===== src/rtl/mac_feeder_pkg.sv =====
// Shared types and constants for the MAC operand feeder.
// Holds the FSM state encoding, drain depth and default widths.
package mac_feeder_pkg;

  localparam int ADDR_W_DEF = 12;
  localparam int LEN_W_DEF  = 12;
  localparam int DATA_W_DEF = 32;

  // SRAM read latency plus the operand output register
  localparam int PIPE_DEPTH  = 2;
  localparam int DRAIN_CNT_W = (PIPE_DEPTH > 1) ? $clog2(PIPE_DEPTH) : 1;

  typedef enum logic [2:0] {
    ST_IDLE,
    ST_CLR,
    ST_RUN,
    ST_DRAIN,
    ST_DONE
  } feeder_state_e;

endpackage


===== src/rtl/feeder_addr_gen.sv =====
// Per-port read address generator: latched base, issue index and wrapping adder.
// last is high once every index below len has been issued.
module feeder_addr_gen #(
  parameter int ADDR_W = 12,
  parameter int LEN_W  = 12
) (
  input  logic              clk,
  input  logic              rst_n,
  input  logic              load,
  input  logic [ADDR_W-1:0] base,
  input  logic              issue,
  input  logic [LEN_W-1:0]  len,
  output logic [ADDR_W-1:0] addr,
  output logic              last
);

  logic [ADDR_W-1:0] base_reg;
  logic [LEN_W-1:0]  idx_reg;
  logic [ADDR_W-1:0] addr_reg;

  always_ff @(posedge clk or negedge rst_n) begin
    if (!rst_n) begin
      base_reg <= '0;
      idx_reg  <= '0;
      addr_reg <= '0;
    end else if (load) begin
      base_reg <= base;
      idx_reg  <= '0;
    end else if (issue) begin
      // sum is truncated to ADDR_W bits, so it wraps past the top of SRAM
      addr_reg <= base_reg + ADDR_W'(idx_reg);
      idx_reg  <= idx_reg + LEN_W'(1);
    end
  end

  assign addr = addr_reg;
  assign last = (idx_reg == len);

endmodule


===== src/rtl/mac_operand_feeder.sv =====
// Streams operand pairs from two SRAM ports into simple_mac, one pair per cycle.
// Outputs are registered from the next-state decision so they line up with the state.
module mac_operand_feeder
  import mac_feeder_pkg::*;
#(
  parameter int ADDR_W = ADDR_W_DEF,
  parameter int LEN_W  = LEN_W_DEF,
  parameter int DATA_W = DATA_W_DEF
) (
  input  logic              hclk,
  input  logic              rst_n,
  input  logic              start,
  input  logic              abort,
  input  logic [ADDR_W-1:0] base_a,
  input  logic [ADDR_W-1:0] base_b,
  input  logic [LEN_W-1:0]  len,
  output logic              busy,
  output logic              done,
  output logic              mem_a_en,
  output logic [ADDR_W-1:0] mem_a_addr,
  input  logic [DATA_W-1:0] mem_a_rdata,
  output logic              mem_b_en,
  output logic [ADDR_W-1:0] mem_b_addr,
  input  logic [DATA_W-1:0] mem_b_rdata,
  output logic [DATA_W-1:0] data_a,
  output logic [DATA_W-1:0] data_b,
  output logic              data_a_valid,
  output logic              data_b_valid,
  output logic              clear
);

  feeder_state_e state_reg, state_next;

  logic [LEN_W-1:0]       len_reg;
  logic [DRAIN_CNT_W-1:0] drain_cnt_reg;
  logic                   load;
  logic                   issue;
  logic                   last_a;
  logic                   last_b_unused;

  logic              busy_reg;
  logic              done_reg;
  logic              clear_reg;
  logic              mem_en_reg;
  logic              rd_pend_reg;
  logic              valid_reg;
  logic [DATA_W-1:0] data_a_reg;
  logic [DATA_W-1:0] data_b_reg;

  // abort overrides every transition, including a start seen in IDLE
  always_comb begin
    state_next = state_reg;
    load       = 1'b0;
    issue      = 1'b0;
    if (abort) begin
      state_next = ST_IDLE;
    end else begin
      case (state_reg)
        ST_IDLE: begin
          if (start) begin
            load       = 1'b1;
            state_next = ST_CLR;
          end
        end
        ST_CLR: begin
          if (len_reg == '0) begin
            state_next = ST_DRAIN;
          end else begin
            issue      = 1'b1;
            state_next = ST_RUN;
          end
        end
        ST_RUN: begin
          if (last_a) begin
            state_next = ST_DRAIN;
          end else begin
            issue = 1'b1;
          end
        end
        ST_DRAIN: begin
          if (drain_cnt_reg == DRAIN_CNT_W'(PIPE_DEPTH - 1)) begin
            state_next = ST_DONE;
          end
        end
        ST_DONE: state_next = ST_IDLE;
        default: state_next = ST_IDLE;
      endcase
    end
  end

  always_ff @(posedge hclk or negedge rst_n) begin
    if (!rst_n) begin
      state_reg     <= ST_IDLE;
      len_reg       <= '0;
      drain_cnt_reg <= '0;
      busy_reg      <= 1'b0;
      done_reg      <= 1'b0;
      clear_reg     <= 1'b0;
      mem_en_reg    <= 1'b0;
      rd_pend_reg   <= 1'b0;
      valid_reg     <= 1'b0;
      data_a_reg    <= '0;
      data_b_reg    <= '0;
    end else begin
      state_reg     <= state_next;
      if (load) begin
        len_reg <= len;
      end
      drain_cnt_reg <= (state_reg == ST_DRAIN) ? drain_cnt_reg + DRAIN_CNT_W'(1) : '0;
      busy_reg      <= (state_next != ST_IDLE);
      done_reg      <= (state_next == ST_DONE);
      clear_reg     <= (state_next == ST_CLR);
      mem_en_reg    <= issue;
      // rd_pend marks the cycle the SRAM data is on mem_*_rdata
      rd_pend_reg   <= mem_en_reg & ~abort;
      valid_reg     <= rd_pend_reg & ~abort;
      if (rd_pend_reg && !abort) begin
        data_a_reg <= mem_a_rdata;
        data_b_reg <= mem_b_rdata;
      end
    end
  end

  feeder_addr_gen #(
    .ADDR_W (ADDR_W),
    .LEN_W  (LEN_W)
  ) u_addr_a (
    .clk   (hclk),
    .rst_n (rst_n),
    .load  (load),
    .base  (base_a),
    .issue (issue),
    .len   (len_reg),
    .addr  (mem_a_addr),
    .last  (last_a)
  );

  feeder_addr_gen #(
    .ADDR_W (ADDR_W),
    .LEN_W  (LEN_W)
  ) u_addr_b (
    .clk   (hclk),
    .rst_n (rst_n),
    .load  (load),
    .base  (base_b),
    .issue (issue),
    .len   (len_reg),
    .addr  (mem_b_addr),
    .last  (last_b_unused)
  );

  assign busy         = busy_reg;
  assign done         = done_reg;
  assign clear        = clear_reg;
  assign mem_a_en     = mem_en_reg;
  assign mem_b_en     = mem_en_reg;
  assign data_a       = data_a_reg;
  assign data_b       = data_b_reg;
  assign data_a_valid = valid_reg;
  assign data_b_valid = valid_reg;

endmodule

===== config.mk =====
export PLATFORM = sky130hd
export DESIGN_NAME = mac_operand_feeder
export DESIGN_NICKNAME = d
export VERILOG_FILES = /design/src/rtl/mac_feeder_pkg.sv /design/src/rtl/feeder_addr_gen.sv /design/src/rtl/mac_operand_feeder.sv
export SDC_FILE = /design/constraint.sdc
export NUM_CORES = 1
export LEC_CHECK = 0
export BUFFER_PORTS_ARGS = -buffer_cell sky130_fd_sc_hd__buf_2
export CORE_MARGIN = 2
export CORE_UTILIZATION = 57
export CTS_BUF_LIST = sky130_fd_sc_hd__clkbuf_16
export CTS_CLUSTER_SIZE = 12
export DETAILED_ROUTE_END_ITERATION = 16
export PLACE_DENSITY = 0.94
export SLEW_MARGIN = 30
export SYNTH_ARGS = -nofsm -noshare
export SYNTH_HDL_FRONTEND = slang
export SYNTH_SLANG_ARGS = --single-unit

===== constraint.sdc =====
create_clock -name hclk -period 4.5 [get_ports hclk]
set_input_delay 0.45 -clock hclk [delete_from_list [all_inputs] [get_ports hclk]]
set_output_delay 0.45 -clock hclk [all_outputs]
set_load 0.1 [all_outputs]

==> results.cfg <==
[drt]
detail_route.iter0.violations = 414
num_vias = 5752
post-route-drc-count = 0
viasPerCell = 5.44
drt-wirelength-per-cell_um = 16.5
postRouteWirelength_um = 17500
final_antenna_net_count = 0
drtPass1Iterations = 4

[global_routing]
grt.met2_usage = 0.445
gr-usage-met1 = 0.325
overflow = 0
first_global_vias = 5528
antenna_found_initial = 0
grt_max_degree = 95
grt.busiest_layer = met2
globalRouteMet3Util = 0.0597
track_usage = 0.264
grt_first_pass_wirelength_um = 27400

[place]
placedCellCount = 1025
detailedPlacementHpwl_um = 12300
gp_congestion = 0.910
dp_slack_ps = 1880
postPlaceCellArea_um2 = 8470
portBuffers = 198

[pwr]
irDropWorstVdd_mv = 0.532
power.net_switching_mw = 3.87
power_switching_share = 0.537
pwr-share-clk = 0.206
combinationalPowerShare = 0.503
totalPowerFinal_mw = 7.21
power_leakage_nw = 4.62
seqPwrFrac = 0.291
power-per-cell-area_nw_per_um2 = 794
intPower_mw = 3.34

[synth]
synth_common_cells = 158 x sky130_fd_sc_hd__dfrtp_1, 147 x sky130_fd_sc_hd__nand2_1, 64 x sky130_fd_sc_hd__mux2_2
synth_top_area_cell = sky130_fd_sc_hd__dfrtp_1
synth_cell_type_count = 46
synth_most_common_cell = sky130_fd_sc_hd__dfrtp_1
synth_top_flop_cell = sky130_fd_sc_hd__dfrtp_1
syn_avg_cell_area_um2 = 10.8
synth.net_count = 807
synth.top_cell.area_share = 0.542
flops_latches_synth = 158
synth_cells = 677
synth.yosys.warnings = 0
asyncSetResetFlopFracSynth = 1.00
synth_seq_area_share = 0.542
synth_top_cells_by_area = sky130_fd_sc_hd__dfrtp_1 54%, sky130_fd_sc_hd__mux2_2 9.9%, sky130_fd_sc_hd__nand2_1 7.6%
synth-edff-count = 0
mappedNetlistArea_um2 = 7290

[sta]
finalHoldViolCount = 0
post-route-worst-setup-slack_ps = 1700
maximum_operating_frequency_mhz = 357
timing.clock.skew_ps = 7.71
period_needed_ps = 2800
pin_slew_with_the_least_headroom_to_its_limit_ps = 901
setup_violations = 0
final.setup.tns_ps = 0
relSlewSlack = 0.398
post-route-period-util = 0.623
rsz_0062_raised_after_global_routing = no
hold_ws_ps = 99.3
final_max_slew_viol_count = 0

[final_layout]
post_layout_nonfiller_instances = 1057
fillers = 860
antenna_cells = 0
post_route_cells_drive_above_1_share = 0.350
postLayoutCoreUtil = 0.723
syn2layout_area_growth_pct = 24.6
layout.nets = 1002
final_instance_area_um2 = 9090

[clocking]
cts.path.max_buffers = 2
clock_sinks = 158
clk-insertion-delay-late_ps = 430
cts-htree-levels = 4
clkSlewWorstSetupHoldPaths_ps = 70
master_cell_of_the_clock_root_buffer = sky130_fd_sc_hd__clkbuf_16
cts_hold_buf = 0
postCtsSetupRepairBufs = 0
cts-buffers-inserted = 17
cts_tree = yes
cts-resized-gates = 0

[worst_setup_path]
worst-r2r-setup-slack_ps = 1700
worstSetupEndpointType = flip-flop
worstPathMaxFanout = 31
critical_path.reg2reg.endpoint = u_addr_a.addr[10]
rr_startpoint = u_addr_a.idx_reg[4]
worstPathRequired_ps = 4830
timing.reg2reg.worst_path_depth = 7
setup.worst_path.class = reg2reg
critPathLaunchType = flip-flop
arrival_ps = 3140

[floorplan]
design.die.area_um2 = 13700
placementRows = 41
start_util = 0.580
core_um2 = 12600
die_x_um = 117
io-pin-count = 199
die_height_um = 117

[run_status]
result_of_the_run = finished clean

[run]
number_of_maximum_capacitance_violations = 0

[hold_path]
worstHoldPathType = in2async
final cells by class:
cell class,instances,area [um^2],area share
flip-flops and latches,158,3950,0.435
inverters,19,71.3,0.00785
multi-input cells,470,3160,0.347
repair buffers,206,1080,0.119
clock inverters,15,188,0.0207
well taps,172,215,0.0237
clock buffers,17,425,0.0468
worst max-delay path by stage:
stage,start,end,cells after the start,slack [ps]
3_5_place_dp,u_addr_a.idx_reg[1],u_addr_b.idx_reg[0],7,1880
3_3_place_gp,u_addr_a.idx_reg[4],u_addr_a.addr[10],7,1970
5_1_grt,u_addr_a.idx_reg[1],u_addr_a.addr[10],7,1500
2_1_floorplan,u_addr_b.idx_reg[0],u_addr_b.addr[10],9,2300
4_1_cts,u_addr_a.idx_reg[4],u_addr_a.addr[10],7,1760
6_report,u_addr_a.idx_reg[4],u_addr_a.addr[10],7,1700
critical path, cell delays in order, from the launching register on:
cell and delay (ps):
sky130_fd_sc_hd__dfrtp_1 470, sky130_fd_sc_hd__xor2_1 200, sky130_fd_sc_hd__nor4_1 380, sky130_fd_sc_hd__a311oi_2 370, sky130_fd_sc_hd__o21ai_4 550, sky130_fd_sc_hd__buf_4 390, sky130_fd_sc_hd__a21oi_1 90, sky130_fd_sc_hd__a31oi_1 240
routing by layer:
layer	wire length, um	share of wire
met1	7020	0.40
met2	8930	0.51
met3	992	0.057
met4	535	0.031
met5	0	0
cell families after synthesis:
kind of cell | synth area share
adder cells (fa/ha/maj) | 0.0467
XOR/XNOR | 0.0456
buffers and inverters | 0.0273
flip-flops | 0.542
multiplexers | 0.113
AO/OA/AOI/OAI | 0.0885
AND/OR/NAND/NOR | 0.137
power groups by stage:
stage / clock [mW] / sequential, mW / combinational (mW)
floorplan: 0 / 4.47 / 0.616
global placement: 0 / 2.09 / 3.57
detailed placement: 0 / 2.12 / 3.62
CTS: 1.51 / 2.10 / 3.64
global route: 1.57 / 2.16 / 3.78
finish: 1.49 / 2.10 / 3.63
layout by cell type (no fill, tap or decap), types with 9 or more instances in the layout:
master	n
sky130_fd_sc_hd__xor2_1	32
sky130_fd_sc_hd__nand2b_1	9
sky130_fd_sc_hd__dfrtp_1	158
sky130_fd_sc_hd__buf_2	197
sky130_fd_sc_hd__a21oi_1	19
sky130_fd_sc_hd__nand2_1	147
sky130_fd_sc_hd__o21ai_0	37
sky130_fd_sc_hd__mux2i_1	10
sky130_fd_sc_hd__inv_1	17
sky130_fd_sc_hd__ha_1	24
sky130_fd_sc_hd__nor2_1	28
sky130_fd_sc_hd__clkbuf_16	17
sky130_fd_sc_hd__mux2_2	64
No activity file was read; power rests on OpenSTA's default activity.
